`config.mk`:
```
export PLATFORM = sky130hd
export DESIGN_NAME = audio_clip_streamer
export DESIGN_NICKNAME = d
export VERILOG_FILES = /design/src/rtl/audio_clip_streamer.sv
export SDC_FILE = /design/constraint.sdc
export NUM_CORES = 1
export LEC_CHECK = 0
export ABC_CLOCK_PERIOD_IN_PS = 5200
export CAP_MARGIN = 15
export CORE_ASPECT_RATIO = 0.7
export CORE_MARGIN = 3
export CORE_UTILIZATION = 55
export DETAILED_ROUTE_END_ITERATION = 8
export GPL_ROUTABILITY_DRIVEN = 0
export HOLD_SLACK_MARGIN = 0.06
export PLACE_DENSITY = 0.8
export SYNTH_ARGS = -nofsm -noshare
export SYNTH_HDL_FRONTEND = slang
export SYNTH_SLANG_ARGS = --single-unit
```
`constraint.sdc`:
```
create_clock -name sysclock -period 5.2 [get_ports sysclock]
set_input_delay 0.52 -clock sysclock [delete_from_list [all_inputs] [get_ports sysclock]]
set_output_delay 0.52 -clock sysclock [all_outputs]
set_load 0.03 [all_outputs]
```
`src/rtl/audio_clip_streamer.sv`:
```
`default_nettype none
// +----------------------------------------------------------------------------+
// | Module      : audio_clip_streamer                                          |
// | Description : Streams one clip (base + length) from a synchronous sample   |
// |               memory at a programmable sample rate. Supports one-shot or   |
// |               loop playback, abort, and a valid/ready output handshake.    |
// | Revision    : 1.0 - initial release                                        |
// +----------------------------------------------------------------------------+
module audio_clip_streamer #(
  parameter int DATA_W   = 8,
  parameter int ADDR_W   = 17,
  parameter int TICK_DIV = 2268
) (
  input  logic              sysclock,
  input  logic              sysreset,
  input  logic              start,
  input  logic              stop,
  input  logic [ADDR_W-1:0] clip_base,
  input  logic [ADDR_W-1:0] clip_len,
  input  logic              loop_en,
  output logic              mem_re,
  output logic [ADDR_W-1:0] mem_addr,
  input  logic [DATA_W-1:0] mem_rdata,
  output logic [DATA_W-1:0] sample_out,
  output logic              sample_valid,
  input  logic              sample_ready,
  output logic              busy,
  output logic              done,
  output logic              overrun
);

  localparam int                c_cnt_w     = (TICK_DIV > 1) ? $clog2(TICK_DIV) : 1;
  localparam logic [c_cnt_w-1:0] c_tick_last = c_cnt_w'(TICK_DIV - 1);

  typedef enum logic [2:0] {
    S_IDLE      = 3'd0,
    S_WAIT_TICK = 3'd1,
    S_READ      = 3'd2,
    S_CAPTURE   = 3'd3,
    S_HOLD      = 3'd4
  } state_t;

  state_t              state_q, state_d;
  logic [c_cnt_w-1:0]  cnt_q, cnt_d;
  logic [ADDR_W-1:0]   offset_q, offset_d;
  logic [ADDR_W-1:0]   base_q, base_d;
  logic [ADDR_W-1:0]   len_q, len_d;
  logic                loop_q, loop_d;
  logic                pending_q, pending_d;
  logic                overrun_q, overrun_d;
  logic                mem_re_q, mem_re_d;
  logic [ADDR_W-1:0]   mem_addr_q, mem_addr_d;
  logic [DATA_W-1:0]   sample_out_q, sample_out_d;
  logic                sample_valid_q, sample_valid_d;
  logic                done_q, done_d;

  logic                w_tick;
  logic [ADDR_W-1:0]   w_last_off;

  // The sample-period tick only exists while a clip is active
  assign w_tick     = (state_q != S_IDLE) && (cnt_q == c_tick_last);
  assign w_last_off = len_q - ADDR_W'(1);

  // Next-state and next-output computation for the playback engine
  always_comb begin
    state_d        = state_q;
    cnt_d          = cnt_q;
    offset_d       = offset_q;
    base_d         = base_q;
    len_d          = len_q;
    loop_d         = loop_q;
    pending_d      = pending_q;
    overrun_d      = overrun_q;
    mem_re_d       = 1'b0;
    mem_addr_d     = mem_addr_q;
    sample_out_d   = sample_out_q;
    sample_valid_d = sample_valid_q;
    done_d         = 1'b0;

    // Sample-period counter free-runs while busy, wrapping at TICK_DIV-1
    if (state_q != S_IDLE) begin
      cnt_d = (cnt_q == c_tick_last) ? '0 : cnt_q + 1'b1;
    end

    // A tick that cannot be served now is remembered once; a second one is lost
    if (w_tick && (state_q != S_WAIT_TICK)) begin
      if (pending_q) begin
        overrun_d = 1'b1;
      end else begin
        pending_d = 1'b1;
      end
    end

    case (state_q)
      S_IDLE: begin
        cnt_d     = '0;
        pending_d = 1'b0;
        if (start) begin
          if (clip_len != '0) begin
            base_d    = clip_base;
            len_d     = clip_len;
            loop_d    = loop_en;
            offset_d  = '0;
            overrun_d = 1'b0;
            state_d   = S_WAIT_TICK;
          end else begin
            // Empty clip finishes immediately without touching memory
            done_d = 1'b1;
          end
        end
      end

      S_WAIT_TICK: begin
        if (w_tick || pending_q) begin
          pending_d  = 1'b0;
          mem_re_d   = 1'b1;
          mem_addr_d = base_q + offset_q;
          state_d    = S_READ;
        end
      end

      S_READ: begin
        state_d = S_CAPTURE;
      end

      S_CAPTURE: begin
        sample_out_d   = mem_rdata;
        sample_valid_d = 1'b1;
        state_d        = S_HOLD;
      end

      S_HOLD: begin
        if (sample_valid_q && sample_ready) begin
          sample_valid_d = 1'b0;
          if (offset_q != w_last_off) begin
            offset_d = offset_q + 1'b1;
            state_d  = S_WAIT_TICK;
          end else if (loop_q) begin
            offset_d = '0;
            state_d  = S_WAIT_TICK;
          end else begin
            done_d       = 1'b1;
            sample_out_d = '0;
            cnt_d        = '0;
            pending_d    = 1'b0;
            state_d      = S_IDLE;
          end
        end
      end

      default: begin
        state_d = S_IDLE;
      end
    endcase

    // Abort wins over every other event while busy; overrun is kept for inspection
    if (stop && (state_q != S_IDLE)) begin
      state_d        = S_IDLE;
      cnt_d          = '0;
      pending_d      = 1'b0;
      overrun_d      = overrun_q;
      mem_re_d       = 1'b0;
      sample_valid_d = 1'b0;
      sample_out_d   = '0;
      done_d         = 1'b0;
    end
  end

  // State and output registers with synchronous reset
  always_ff @(posedge sysclock) begin
    if (sysreset) begin
      state_q        <= S_IDLE;
      cnt_q          <= '0;
      offset_q       <= '0;
      base_q         <= '0;
      len_q          <= '0;
      loop_q         <= 1'b0;
      pending_q      <= 1'b0;
      overrun_q      <= 1'b0;
      mem_re_q       <= 1'b0;
      mem_addr_q     <= '0;
      sample_out_q   <= '0;
      sample_valid_q <= 1'b0;
      done_q         <= 1'b0;
    end else begin
      state_q        <= state_d;
      cnt_q          <= cnt_d;
      offset_q       <= offset_d;
      base_q         <= base_d;
      len_q          <= len_d;
      loop_q         <= loop_d;
      pending_q      <= pending_d;
      overrun_q      <= overrun_d;
      mem_re_q       <= mem_re_d;
      mem_addr_q     <= mem_addr_d;
      sample_out_q   <= sample_out_d;
      sample_valid_q <= sample_valid_d;
      done_q         <= done_d;
    end
  end

  assign busy         = (state_q != S_IDLE);
  assign mem_re       = mem_re_q;
  assign mem_addr     = mem_addr_q;
  assign sample_out   = sample_out_q;
  assign sample_valid = sample_valid_q;
  assign done         = done_q;
  assign overrun      = overrun_q;

endmodule
`default_nettype wire

```
==> flow_summary.ini, run 1 <==
[critical_path]
startpoint = len_q[0]
regToRegEndpoint = offset_q[16]
cp-end-kind = flop
critPathLaunchType = flop
rrSetupSlack_ps = 1420
critPathRequiredTime_ps = 5410
timing_worst_setup_path_type = reg -> reg
rr_worst_depth = 11
arrival_ps = 3990
regToRegStartpoint = len_q[0]
crit_fanout = 11

[place]
hpwl_um = 9460
port_buffers = 77

[die]
dieArea_mm2 = 0.0108
die_x_um = 123
initial_core_util = 0.571
rows = 29
pin_count = 78
core_area_mm2 = 0.00918
die_y_um = 87.7

[detailed_routing]
vias = 4826
routed_wl_um = 13100
via_per_inst = 5.79
drc = 0
drt_iter0_markers = 454
dr.pass1.iters = 5
wl_per_cell_um = 15.7
ant_nets = 0

[job]
cap_viol_max_count = 0

[timing]
tns_ps = 0
setup_viol = 0
report.final.slew_viol_count = 0
hold_viol = 0
rsz0062_at_grt = false
worstMarginPinSlew_ps = 893
fmax_mhz = 264
fin_crit_ps = 3780
skew_ps = 4.04
timing.slew.headroom = 0.402
fin_crit_sh = 0.728

[cells_and_area]
final_core_utilization = 0.693
syn_to_final_growth_pct = 21.2
layout.nets = 773
fill_cells = 715
register_area_mm2 = 0.00194
n_antenna_cell = 0
multiInputGateArea_mm2 = 0.00309
drive_above_1_share = 0.0817

[outcome]
status = completed

[grt]
grt_max_degree = 68
grt_antenna_before_repair = 0
grt_pass1_vias = 4583
grt_util_all_layers = 0.251
gr-total-overflow = 0
grt_pass1_wl_um = 21900

[cts]
cts_setup_buffers = 0
postCtsResizedCells = 0
clk_latency_ps = 340
cts_sinks = 97
path_clk_slew_ps = 70
cts_tree = built
clock_path_buffers = 2
root_buffer = clkbuf_16
htreeDepth = 3
numCtsBuffers = 9
cts-hold-fix-buffers = 0

[logic_synthesis]
syn_nets = 713
synth_cell_types = 67
synth-seq-cells = 97
synthFlopType = dfxtp_1
syn-instance-count = 645
synth_area_leaders = dfxtp_1 37%, nand2_1 8.8%, a21oi_1 7.1%
synth_top_cell_by_area = dfxtp_1
yosysMostFrequentCell = nand2_1
syn_area_mm2 = 0.00525
avgSynthCellArea_um2 = 8.13
synth_commonest_cells = 123 x nand2_1, 97 x dfxtp_1, 74 x a21oi_1
ys_async_sr_fraction = 0
yosys.area.top_type_share = 0.370
yosysWarningCount = 0
synth_edf_count = 0
seq_area_frac_synth = 0.370

[min_path]
whs_path_depth = 2
hp-start = mem_addr[11]
hp-class = reg -> reg
min_to = mem_addr[11]

[pwr]
p_leak_nw = 2.35
powerDensity_mw_per_mm2 = 258
peakVddDrop_mv = 0.163
p_total_mw = 1.64
registers in the layout (all words and copies together), names as in the netlist:
register and cells:
base_q 17, cnt_q 12, done 1, len_q 17
loop_q 1, mem_addr 17, mem_re 1, offset_q 17
overrun 1, pending_q 1, sample_out 8, sample_valid 1
state_q 3
layer usage:
layer  up-vias  track usage  routed length (um)
met4         0       0.0569                  98
li1       2372            -                   -
met1      2280        0.336                6000
met3         9       0.0549                1010
met2       165        0.417                6010
met5         -            0                   0
final cells by class:
class,instances,area share
multi-input combinational,498,0.487
timing repair buffer,82,0.130
sequential,97,0.305
inverter,17,0.0100
clock inverter,7,0.00866
clock buffer,9,0.0354
tap,124,0.0244
worst max path at each step:
stage	end	slack, ps	depth (start not counted)
floorplan	offset_q[10]	1950	12
global placement	offset_q[8]	1570	11
detailed placement	offset_q[8]	1510	11
CTS	offset_q[16]	1440	11
global route	offset_q[8]	1230	11
finish	offset_q[16]	1420	11
worst max-delay path: stages, from the launching register on:
cell and delay (ps):
dfxtp_1 360, inv_1 80, ha_1 190, or3b_1 520, or4_4 550, a211oi_2 240, nand4_1 200, nor4_4 290
nand2_1 130, and3_1 330, o21bai_2 650, nor2_2 90
cells by family (layout without fill, tap and decap cells):
kind of cell               after synthesis  after routing  share of synthesized area
and+or+nand+nor                        277            277                      0.259
muxes                                    4              4                    0.00859
AOI/OAI and AO/OA                      147            147                      0.189
DFF                                     97             97                      0.370
adders and majority gates               20             20                     0.0491
buffers and inverters                   50            115                     0.0403
xor gates and xnor gates                50             50                     0.0835
cells in the final DEF (no fill, tap or decap), types with 14 or more instances in the layout:
master             n
ha_1              19
inv_1             17
nor2_1            48
xnor2_1           26
xor2_1            24
nand2_1          123
a21oi_1           74
nand3_1           14
dfxtp_1           97
clkdlybuf4s50_1   76
nor3_1            14
per-stage QoR:
step | area (um2) | instances | hold WS, ps | setup slack (ps)
finish | 6360 | 834 | 454 | 1420
floorplan | 5250 | 645 | 418 | 1950
detailed placement | 6040 | 816 | 448 | 1510
global placement | 6040 | 816 | 428 | 1570
global route | 6360 | 834 | 475 | 1230
CTS | 6320 | 832 | 457 | 1440
power by group:
part | switching [mW] | total [mW] | internal (mW)
Clock | 0.298 | 0.627 | 0.328
Sequential | 0.0221 | 0.784 | 0.761
Combinational | 0.128 | 0.231 | 0.102
Total | 0.448 | 1.64 | 1.19
No activity file was read; power rests on OpenSTA's default activity.
==> run 2: changes to the inputs <==
--- a/config.mk
+++ b/config.mk
@@ -5,7 +5,7 @@
 export SDC_FILE = /design/constraint.sdc
 export NUM_CORES = 1
 export LEC_CHECK = 0
-export ABC_CLOCK_PERIOD_IN_PS = 5200
+export ABC_CLOCK_PERIOD_IN_PS = 3960
 export CAP_MARGIN = 15
 export CORE_ASPECT_RATIO = 0.7
 export CORE_MARGIN = 3
==> constraint.sdc (replaced) <==
create_clock -name sysclock -period 3.96 [get_ports sysclock]
set_input_delay 0.396 -clock sysclock [delete_from_list [all_inputs] [get_ports sysclock]]
set_output_delay 0.396 -clock sysclock [all_outputs]
set_load 0.03 [all_outputs]
==> run 2 against run 1 <==
  * Register-to-register slack got worse by 1100 ps
  * Die area unchanged
  * Clock skew increased by 3.4 ps
  * Routed wire length is 1.7% higher
  * Global-route usage rose by 0.56 points
  * Combinational power is 32% higher
  * Clock-buffer cell count grew 2
  * Critical path depth unchanged
  * Cell area rose by 0.31%
  * Power is 35% higher
  * Clock power increased by 40%
  * Largest cell class unchanged
==> flow_summary.ini, run 2 (synthesis gave the netlist of run 1 again) <==
[cts]
cts_tree = built
cts_sinks = 97
clk_latency_ps = 340
postCtsResizedCells = 0
root_buffer = clkbuf_16
clock_path_buffers = 2
cts_setup_buffers = 0
numCtsBuffers = 9
path_clk_slew_ps = 70
htreeDepth = 3
cts-hold-fix-buffers = 0

[critical_path]
critPathLaunchType = flop
timing.critical_path.buf_inv = 1
timing_worst_setup_path_type = reg -> reg
crit_path_top_delay_cell = or4_4
arrival_ps = 3860
cp-end-kind = flop
path_cells = inv_1 > ha_1 > or3b_1 > or4_4 > a211oi_2 > nand4_1 > nor4_4 > a31oi_4 > o211ai_2 > mux2_4 > a2111oi_4
crit_family = simple AND/OR/NAND/NOR gates
slowest_delay_ps = 540
crit_fanout = 9
critPathRequiredTime_ps = 4210

[timing]
tns_ps = 0
worstMarginPinSlew_ps = 806
setup_ws_ps = 349
setup_viol = 0
fmax_mhz = 277
fin_crit_sh = 0.912
rsz0062_at_grt = false
timing.slew.headroom = 0.459
fin_crit_ps = 3610
hold_viol = 0
skew_ps = 7.41
report.final.slew_viol_count = 0

[die]
core_area_mm2 = 0.00918
dieArea_mm2 = 0.0108
die_y_um = 87.7
initial_core_util = 0.571
die_x_um = 123
rows = 29
pin_count = 78

[pwr]
peakVddDrop_mv = 0.286
p_leak_nw = 2.37
powerDensity_mw_per_mm2 = 347

[grt]
grt_max_degree = 37
grt_util_all_layers = 0.256
grt_pass1_vias = 4663
grt_pass1_wl_um = 22000
grt_antenna_before_repair = 0
gr-total-overflow = 0

[cells_and_area]
final_cell_mix = 123 x nand2_1, 97 x dfxtp_1, 76 x clkdlybuf4s50_1
instances_no_fill = 837
layout.nets = 776
drive_above_1_share = 0.0842
final_common_cell = nand2_1
n_antenna_cell = 0
fill_cells = 724
syn_to_final_growth_pct = 21.6

[detailed_routing]
routed_wl_um = 13300
drc = 0
vias = 4849
dr.pass1.iters = 5
ant_nets = 0
via_per_inst = 5.79
wl_per_cell_um = 15.9
drt_iter0_markers = 405

[place]
dp.cells = 821
place_ws_ps = 447
hpwl_um = 9940
port_buffers = 77

[min_path]
hp-class = reg -> reg

[job]
cap_viol_max_count = 0

[outcome]
status = completed
==> run 2: changes by cell type in the layout (fill, tap and decap cells not counted), sizes merged <==
cell,previous run,this run
buf,6,9
clkbuf,9,11
inv,19,17
bufinv,0,1
clkinv,3,2
==> run 2: worst paths after layout <==
check	from	to	slack (ps)	cells after the start
worst max-delay path	len_q[0]	offset_q[10]	350	11
worst min-delay path	mem_addr[14]	mem_addr[14]	450	2
worst max register to register	len_q[0]	offset_q[10]	350	11
worst min register to register	mem_addr[14]	mem_addr[14]	450	2
==> run 2: area by class of cell <==
cell class,instances,area (um2),share of cell area
multi-input cells,498,3090,0.485
flip-flops and latches,97,1940,0.304
repair buffers,85,826,0.129
clock buffers,11,243,0.0381
well taps,124,155,0.0243
inverters,17,63.8,0.0100
clock inverters,5,55.1,0.00863
==> run 2: tightest hold or removal path, cell delays in order, from the launching register on <==
cell	delay (ps)
dfxtp_1	310
nand2_1	50
a21oi_1	50
==> run 2: where the power goes <==
group	leakage (nW)	total [mW]	internal [mW]	switching, mW
Combinational	1.44	0.304	0.134	0.169
Sequential	0.787	1.03	1.00	0.0300
Clock	0.142	0.880	0.505	0.375
==> run 2: layer usage <==
| metal | track usage | vias up | part of all wire |
|---|---|---|---|
| met4 | 0.0864 | 0 | 0.015 |
| li1 | - | 2377 | - |
| met3 | 0.0516 | 21 | 0.069 |
| met2 | 0.423 | 173 | 0.45 |
| met5 | 0 | - | 0 |
| met1 | 0.338 | 2278 | 0.47 |
==> run 2: per-stage QoR <==
step	hold slack, ps	util	area [um2]	total power [mW]
floorplan	418	-	5250	1.25
global placement	429	0.662	6080	1.34
detailed placement	435	0.662	6080	1.35
CTS	453	0.695	6380	2.22
global route	479	0.695	6380	2.29
finish	447	0.695	6380	2.21
